<file path="src/rtl/rev_gate_sequencer.sv">
// -----------------------------------------------------------------------------
// rev_gate_sequencer
//   Time-shared reversible gate engine. A small program memory holds gates
//   (NOP, NOT, Toffoli, Fredkin). One gate is applied per clock to an
//   NBITS-wide working register. The program runs forward (pc 0..len-1) or in
//   reverse (pc len-1..0). Every gate is self-inverse, so a reverse run undoes
//   a forward run.
//
// Ports
//   clk, rst_n   rising-edge clock, asynchronous active-low reset
//   prog_we      program write strobe (accepted only while idle)
//   prog_addr    program write address
//   prog_wdata   instruction {op[1:0], f2, f1, f0}
//   start        run request (accepted only while idle)
//   reverse      run direction, sampled with start
//   len          gate count, sampled with start, clamped to DEPTH
//   data_in      initial register value, sampled with start
//   busy         high while running and during the done cycle
//   done         one-cycle completion pulse
//   data_out     working register, held until the next accepted start
//   err          sticky illegal-gate flag, cleared by an accepted start
// -----------------------------------------------------------------------------
module rev_gate_sequencer #(
  parameter  int NBITS   = 4,
  parameter  int DEPTH   = 8,
  localparam int IDXW    = (NBITS > 1) ? $clog2(NBITS) : 1,
  localparam int AW      = (DEPTH > 1) ? $clog2(DEPTH) : 1,
  localparam int INSTR_W = 2 + 3 * IDXW
) (
  input  logic               clk,
  input  logic               rst_n,
  input  logic               prog_we,
  input  logic [AW-1:0]      prog_addr,
  input  logic [INSTR_W-1:0] prog_wdata,
  input  logic               start,
  input  logic               reverse,
  input  logic [AW:0]        len,
  input  logic [NBITS-1:0]   data_in,
  output logic               busy,
  output logic               done,
  output logic [NBITS-1:0]   data_out,
  output logic               err
);

  typedef enum logic [1:0] {
    S_IDLE,
    S_RUN,
    S_DONE
  } state_e;

  typedef enum logic [1:0] {
    OP_NOP  = 2'b00,
    OP_NOT  = 2'b01,
    OP_TOF  = 2'b10,
    OP_FRED = 2'b11
  } op_e;

  state_e state_q, state_d;

  logic [INSTR_W-1:0] prog [DEPTH];
  logic [NBITS-1:0]   q_q;
  logic               err_q;
  logic [AW-1:0]      pc_q;
  logic [AW:0]        remaining_q;
  logic               rev_q;

  logic               run_accept;
  logic [AW:0]        len_clamped;
  logic [AW-1:0]      pc_last;
  logic               last_gate;

  logic [INSTR_W-1:0] instr;
  op_e                op;
  logic [IDXW-1:0]    f0, f1, f2;
  logic               ok0, ok3;
  logic [NBITS-1:0]   q_gate;
  logic               gate_err;

  function automatic logic idx_ok(input logic [IDXW-1:0] f);
    return 32'(f) < NBITS;
  endfunction

  assign len_clamped = (32'(len) > DEPTH) ? (AW+1)'(DEPTH) : len;
  assign pc_last     = AW'(len_clamped - (AW+1)'(1));
  assign last_gate   = (remaining_q == (AW+1)'(1));

  // ---------------------------------------------------------------------------
  // FSM
  // ---------------------------------------------------------------------------
  // NOTE: sequential state uses non-blocking assignments so every register
  // samples the pre-edge values of the others, independent of block order.
  always_ff @(posedge clk or negedge rst_n) begin
    if (!rst_n) state_q <= S_IDLE;
    else        state_q <= state_d;
  end

  // NOTE: every output of this block gets a default first; a path that skips
  // an assignment would otherwise infer a latch.
  always_comb begin
    state_d    = state_q;
    run_accept = 1'b0;
    case (state_q)
      S_IDLE: begin
        if (start) begin
          run_accept = 1'b1;
          state_d    = (len_clamped == '0) ? S_DONE : S_RUN;
        end
      end
      S_RUN:   if (last_gate) state_d = S_DONE;
      S_DONE:  state_d = S_IDLE;
      default: state_d = S_IDLE;
    endcase
  end

  // ---------------------------------------------------------------------------
  // Program memory: writable only while idle so a run sees a stable program.
  // A write in the same cycle as an accepted start commits before the first
  // gate is fetched, so the run uses the new entry.
  // ---------------------------------------------------------------------------
  // NOTE: the program store is reset explicitly (to NOP) because a reset must
  // leave a defined program; this keeps it in flops rather than a RAM macro.
  always_ff @(posedge clk or negedge rst_n) begin
    if (!rst_n) begin
      for (int i = 0; i < DEPTH; i++) prog[i] <= '0;
    end else if (prog_we && state_q == S_IDLE && 32'(prog_addr) < DEPTH) begin
      prog[prog_addr] <= prog_wdata;
    end
  end

  // ---------------------------------------------------------------------------
  // Gate datapath: decode prog[pc] and apply it to the working register.
  // Illegal gates leave the register untouched and raise gate_err.
  // ---------------------------------------------------------------------------
  assign instr = prog[pc_q];
  assign op    = op_e'(instr[INSTR_W-1 -: 2]);
  assign f2    = instr[3*IDXW-1 -: IDXW];
  assign f1    = instr[2*IDXW-1 -: IDXW];
  assign f0    = instr[IDXW-1:0];
  assign ok0   = idx_ok(f0);
  assign ok3   = idx_ok(f0) && idx_ok(f1) && idx_ok(f2) &&
                 (f0 != f1) && (f0 != f2) && (f1 != f2);

  always_comb begin
    q_gate   = q_q;
    gate_err = 1'b0;
    case (op)
      OP_NOP: ;
      OP_NOT: begin
        if (ok0) q_gate[f0] = ~q_q[f0];
        else     gate_err   = 1'b1;
      end
      OP_TOF: begin
        if (ok3) q_gate[f2] = q_q[f2] ^ (q_q[f0] & q_q[f1]);
        else     gate_err   = 1'b1;
      end
      OP_FRED: begin
        if (!ok3) begin
          gate_err = 1'b1;
        end else if (q_q[f2]) begin
          q_gate[f0] = q_q[f1];
          q_gate[f1] = q_q[f0];
        end
      end
    endcase
  end

  // ---------------------------------------------------------------------------
  // Run control registers. pc only steps while more gates remain, so it
  // never wraps past either end of the program.
  // ---------------------------------------------------------------------------
  always_ff @(posedge clk or negedge rst_n) begin
    if (!rst_n) begin
      q_q         <= '0;
      err_q       <= 1'b0;
      pc_q        <= '0;
      remaining_q <= '0;
      rev_q       <= 1'b0;
    end else if (run_accept) begin
      q_q         <= data_in;
      err_q       <= 1'b0;
      rev_q       <= reverse;
      remaining_q <= len_clamped;
      pc_q        <= (reverse && len_clamped != '0) ? pc_last : '0;
    end else if (state_q == S_RUN) begin
      q_q         <= q_gate;
      err_q       <= err_q | gate_err;
      remaining_q <= remaining_q - (AW+1)'(1);
      if (!last_gate) pc_q <= rev_q ? pc_q - AW'(1) : pc_q + AW'(1);
    end
  end

  assign busy     = (state_q != S_IDLE);
  assign done     = (state_q == S_DONE);
  assign data_out = q_q;
  assign err      = err_q;

endmodule
</file>
<file path="config.mk">
export PLATFORM = sky130hd
export DESIGN_NAME = rev_gate_sequencer
export DESIGN_NICKNAME = d
export VERILOG_FILES = /design/src/rtl/rev_gate_sequencer.sv
export SDC_FILE = /design/constraint.sdc
export NUM_CORES = 1
export LEC_CHECK = 0
export CORE_AREA = 2 2 95 97
export DETAILED_ROUTE_END_ITERATION = 8
export DIE_AREA = 0 0 97 99
export GPL_TIMING_DRIVEN = 0
export PLACE_DENSITY_LB_ADDON = 0.1
export SKIP_CTS_REPAIR_TIMING = 1
export SLEW_MARGIN = 40
export SYNTH_ARGS = -nofsm -noshare
export SYNTH_HDL_FRONTEND = slang
export SYNTH_SLANG_ARGS = --single-unit
</file>
<file path="constraint.sdc">
create_clock -name clk -period 2.89 [get_ports clk]
set_input_delay 0.4335 -clock clk [delete_from_list [all_inputs] [get_ports clk]]
set_output_delay 0.4335 -clock clk [all_outputs]
set_load 0.02 [all_outputs]
</file>
Word-level counts from Yosys, hierarchy flattened
Index checks and enable logic that the tools add are counted.
- register bits: 79
- input bits: 24
- output and inout port bits: 7
- logic and storage cells: 113
- add/subtract/negate cells: 4
- magnitude comparators: 10
- eq/ne operators: 15
- muxes and demuxes: 46
- bitwise logic cells: 6
- reductions and logical operators: 18
- operators with widths (kind ; number):
    $bwmux 64 ; 1
    $mux 4 ; 8
    $bmux 8 s3 ; 1
    $demux 8 s3 ; 1
    $mux 8 ; 3
    $bwmux 4 ; 4
    $mux 3 ; 5
    $mux 1 ; 12
    $pmux 4 s3 ; 1
    $lt 2x3->1 const B ; 3
    $ne 3x3->1 const B ; 3
    $ge 4x4->1 const B ; 2
    $logic_and 1x1->1 ; 8
    $not 3->4 ; 2
    $reduce_bool 4->1 ; 2
    $bmux 1 s2 ; 3
    $demux 1 s2 ; 3
    $eq 2x2->1 const B ; 3
    $ge 2x1->1 const B ; 3
    $mux 2 ; 3
    $ne 2x2->1 ; 3
    $ne 2x2->1 const B ; 3
    $sub 3x1->3 const B ; 2
    $reduce_and 5->1 ; 1
    16 further kinds ; 19

Logic depth before layout (Yosys ltp)
- depth after elaboration: 15
- mapped depth: 14
- gate-level depth less buffers: 11

Worst setup path before layout
No wires, ideal clock.
- path type: register -> register
- from: register pc_q[0]
- to: register q_q[2], in the netlist data_out[2]
- library setup time: 0.133 ns
- data arrival time: 2.683 ns
- data required time: 2.757 ns
- setup slack: 0.073 ns
- cell stages (with the launch flop): 11
- path buffers: 2
- period minus slack after synthesis: 2.817 ns
- cell sequence: dfrtp_1 -> buf_6 -> mux4_2 -> mux2i_4 -> clkbuf_4 -> mux2_1 -> mux2i_1 -> mux2i_1 -> o21a_1 -> a211oi_1 -> o211ai_1
- longest elaborated chain between the ends: 15
- elaborated cells on any way between the ends: 51
- those cells by class: order compare: 6; eq/ne: 9; mux: 25; bitwise: 4; reduce/logical: 7
- ends and longest elaborated chain (item ; RTL line ; source):
    start: declaration ; 63 ; logic [AW-1:0] pc_q;
    start signal: assignment ; 183 ; pc_q <= (reverse && len_clamped != '0) ? pc_last : '0;
    start signal: assignment ; 188 ; if (!last_gate) pc_q <= rev_q ? pc_q - AW'(1) : pc_q + AW'(1);
    $not 3->4 (not written as such) * ; 134 ; assign instr = prog[pc_q];
    $bmux 8 s3 * ; 134 ;
    $mux 8 (not written as such) * (2 in series) ; 134 ;
    $lt 2x3->1 (not written as such) / $ge 2x1->1 (equally long branches) ; 149, 160 ;
    $logic_and 1x1->1 (not written as such) ; 149, 160 ;
    $mux 1 (not written as such) ; 149, 160 ;
    $demux 1 s2 ; 149, 160 ;
    $bwmux 4 ; 160 ; q_gate[f0] = q_q[f1];
    $bwmux 4 ; 161 ; q_gate[f1] = q_q[f0];
    $mux 4 ; 159 ; end else if (q_q[f2]) begin
    $mux 4 ; 157 ; if (!ok3) begin
    $pmux 4 s3 ; 146 ; case (op)
    $mux 4 ; 184 ; end else if (state_q == S_RUN) begin
    $mux 4 ; 178 ; end else if (run_accept) begin
    end signal: assignment ; 179 ; q_q <= data_in;
    end signal: assignment ; 185 ; q_q <= q_gate;
    end: declaration ; 61 ; logic [NBITS-1:0] q_q;
Mark *: on every way between the ends. The rest lies on a longest branch, timed or not. The select of a mux whose other input is x is not followed.
A chain may end at the register's enable or synchronous reset.

Final worst setup path
- from: register pc_q[0]
- to: register q_q[0], in the netlist data_out[0]
The elaborated chain is that of the path after synthesis.

==> results.md <==
* # setup viols final at 4
* Failing checks: negative setup slack
* Mux cell area share after synthesis at 0.305
* Core area at 8550 um^2
* Top post-synthesis cells by area: dfrtp_1 45%, mux2_2 18%, mux4_2 7.1%, nand2_1 3.0%, mux2i_1 2.0%
* Initial drt markers at 132
* Nets@finish at 455
* Drt first pass iters at 4
* Critical Path Fanout Max at 6
* DRC at 0
* Status: complete, but fails checks
* Worst EP required at 3160 ps
* Die Area at 9600 um^2
* Pin count of the biggest net entering global routing at 56
* Initial antenna violation count at 0
* Worst Hold Path Cells at 1
* Worst setup margin at -89.0 ps
* Synthesized instance count at 364
* Gr ovfl total at 0
* Area grow syn2layout at 21.6%
* Row cnt at 34
* Synthesized flop and latch total at 79
* Worst reg2reg path depth at 10
* Yosys cell types at 59
* Critical Path End Type: flip-flop
* Pins Over Slew Limit at 0
* Via Count at 3,105
* CTS tree: built
* Synth warn at 0
* Synth async-reset ratio at 1.00
* Detailed Place HPWL at 6730 um
* Setup CP Type: flip-flop to flip-flop
* Main combinational cell family by area after synthesis: multiplexers
* Chip height at 99 um
* Sequential area share after synthesis at 0.445
* Root Buffer: clkbuf_8
* Die width at 97 um
* Wire per inst at 19.0 um
* GP Congestion at 0.846
* Starting Density at 0.519
* Hold Crit Endpoint: err$_DFFE_PN0P_
* HP Class: flip-flop to flip-flop
* Port Buffer Count at 30
* Critical path startpoint category: flip-flop
* Worst-skew pair later-pin latency at 350 ps
* GRT Resource Usage Total at 0.217
* Fraction of the mapped netlist area in simple logic gates at 0.0930
* Synth Area in Adders at 0.0214
* Via/cell ratio at 5.79
* Post-Syn Area at 4440 um^2
* Diode count at 0
* Synth Area in Compound Gates at 0.0888
* Post-synth EDFFs at 0
* Share of cells above drive strength 1 at 0.364
* RSZ-0062 raised after global routing: true
* Fin crit period at 2980 ps
* XOR/XNOR Fraction of Synth Area at 0.0178
* I/O pins at 31
* Synth area leader: dfrtp_1
* Clock sinks at 79
* Slew @ Worst Pin at 742 ps
* Ys flop type: dfrtp_1
* Reg2reg end: data_out[0]$_DFFE_PN0P_
* Final instance area at 5400 um^2
* Max Cap Violations at 0
* Core Util, Final at 0.632
* CP arrival at 3250 ps
* Number of global-route vias before repair at 3,141
* Final number of hold-violating endpoints at 0
* Flop2flop setup slack at -90 ps
* H-tree levels at 3
* Antenna Nets Post-Route at 0
* Syn nets at 395
* Maximum root-to-sink buffer count at 2
* DP Area at 4900 um^2
* Synth top cells by count: 79 x dfrtp_1, 70 x mux2_2, 35 x nand2_1
* Hold path start: err$_DFFE_PN0P_
* Worst R2R Start: pc_q[0]$_DFFE_PN0P_
* Most numerous cell in the Yosys netlist: dfrtp_1
* Slew HR at 0.505
* TNS Setup at -300 ps
* F_max at 336 MHz
* Synth Area per Inst at 12.2 um^2
* WL final at 10,200 um
* CTS buffer count at 9
* First-pass GRT wire length at 16,300 um
* Synth top area share at 0.445
* Final worst-path cycle share at 1.03
* Worst-path clk slew at 90 ps
* Clock skew at 15.0 ps
[worst max-delay path: stages, from the launching register on]
cell and delay, ps:
dfrtp_2 430, clkbuf_16 170, mux4_2 530, mux2_4 330, xnor2_1 140, a222oi_1 350, buf_4 200, and4_4 240
o21ai_4 80, or2_0 230, o211ai_1 190
[placed cells by master, fill, tap and decap left out, types with 5 or more instances in the layout]
| cell type | count |
|---|---|
| a21oi_1 | 14 |
| buf_4 | 18 |
| clkbuf_1 | 9 |
| clkbuf_8 | 9 |
| clkdlybuf4s50_1 | 29 |
| dfrtp_1 | 77 |
| inv_1 | 9 |
| mux2_2 | 67 |
| mux2i_1 | 7 |
| mux2i_4 | 5 |
| mux4_2 | 16 |
| nand2_1 | 35 |
| nor2_1 | 17 |
| nor2b_1 | 5 |
| o211ai_1 | 7 |
| o21ai_0 | 7 |
| xnor2_1 | 5 |
[through the flow]
stage	hold WS, ps	instances	worst slack [ps]
floorplan	138	364	73.5
CTS	-70.1	518	-399
global placement	478	502	-1370
finish	492	536	-89.0
global route	515	536	-211
detailed placement	316	503	-367
[routing by layer]
layer / track usage / vias up / wire [um]
met4: 0.0802 / 0 / 178
met2: 0.373 / 63 / 5040
met3: 0.0312 / 16 / 272
met5: 0 / - / 0
met1: 0.282 / 1572 / 4680
li1: - / 1454 / -
[how the worst max path moves through the flow]
stage,from,endpoint,slack (ps),cells past startpoint
3_3_place_gp,rst_n,prog[10]$_DFFE_PN0P_,-1370,1
3_5_place_dp,pc_q[2]$_DFFE_PN0P_,data_out[0]$_DFFE_PN0P_,-370,10
5_1_grt,pc_q[0]$_DFFE_PN0P_,data_out[0]$_DFFE_PN0P_,-210,11
4_1_cts,pc_q[2]$_DFFE_PN0P_,data_out[0]$_DFFE_PN0P_,-400,10
6_report,pc_q[0]$_DFFE_PN0P_,data_out[0]$_DFFE_PN0P_,-90,10
2_1_floorplan,pc_q[0]$_DFFE_PN0P_,data_out[2]$_DFFE_PN0P_,70,10
[kinds of logic after synthesis]
kind of cell             after synthesis
AND/OR/NAND/NOR                       85
adder cells (fa/ha/maj)                7
XOR/XNOR                               9
buffers and inverters                 26
multiplexers                         101
AO/OA/AOI/OAI                         57
flip-flops                            79
[sequential cells by signal, summed over array words and instances (netlist names)]
name	count
pc_q	3
rev_q	1
remaining_q	4
data_out	4
prog	64
err	1
state_q	2
[area by class of cell]
class	count	area [um^2]
plain buffers	15	109
clock buffers	9	124
clock inverters	6	92.6
fillers	668	3150
inverters	10	37.5
multi-input cells	259	2430
flip-flops and latches	79	1980
well taps	108	135
repair buffers	50	492
Power is left out: the tool's default activity adds up to more than one toggle a clock period on the data nets, which glitch-free logic cannot reach.
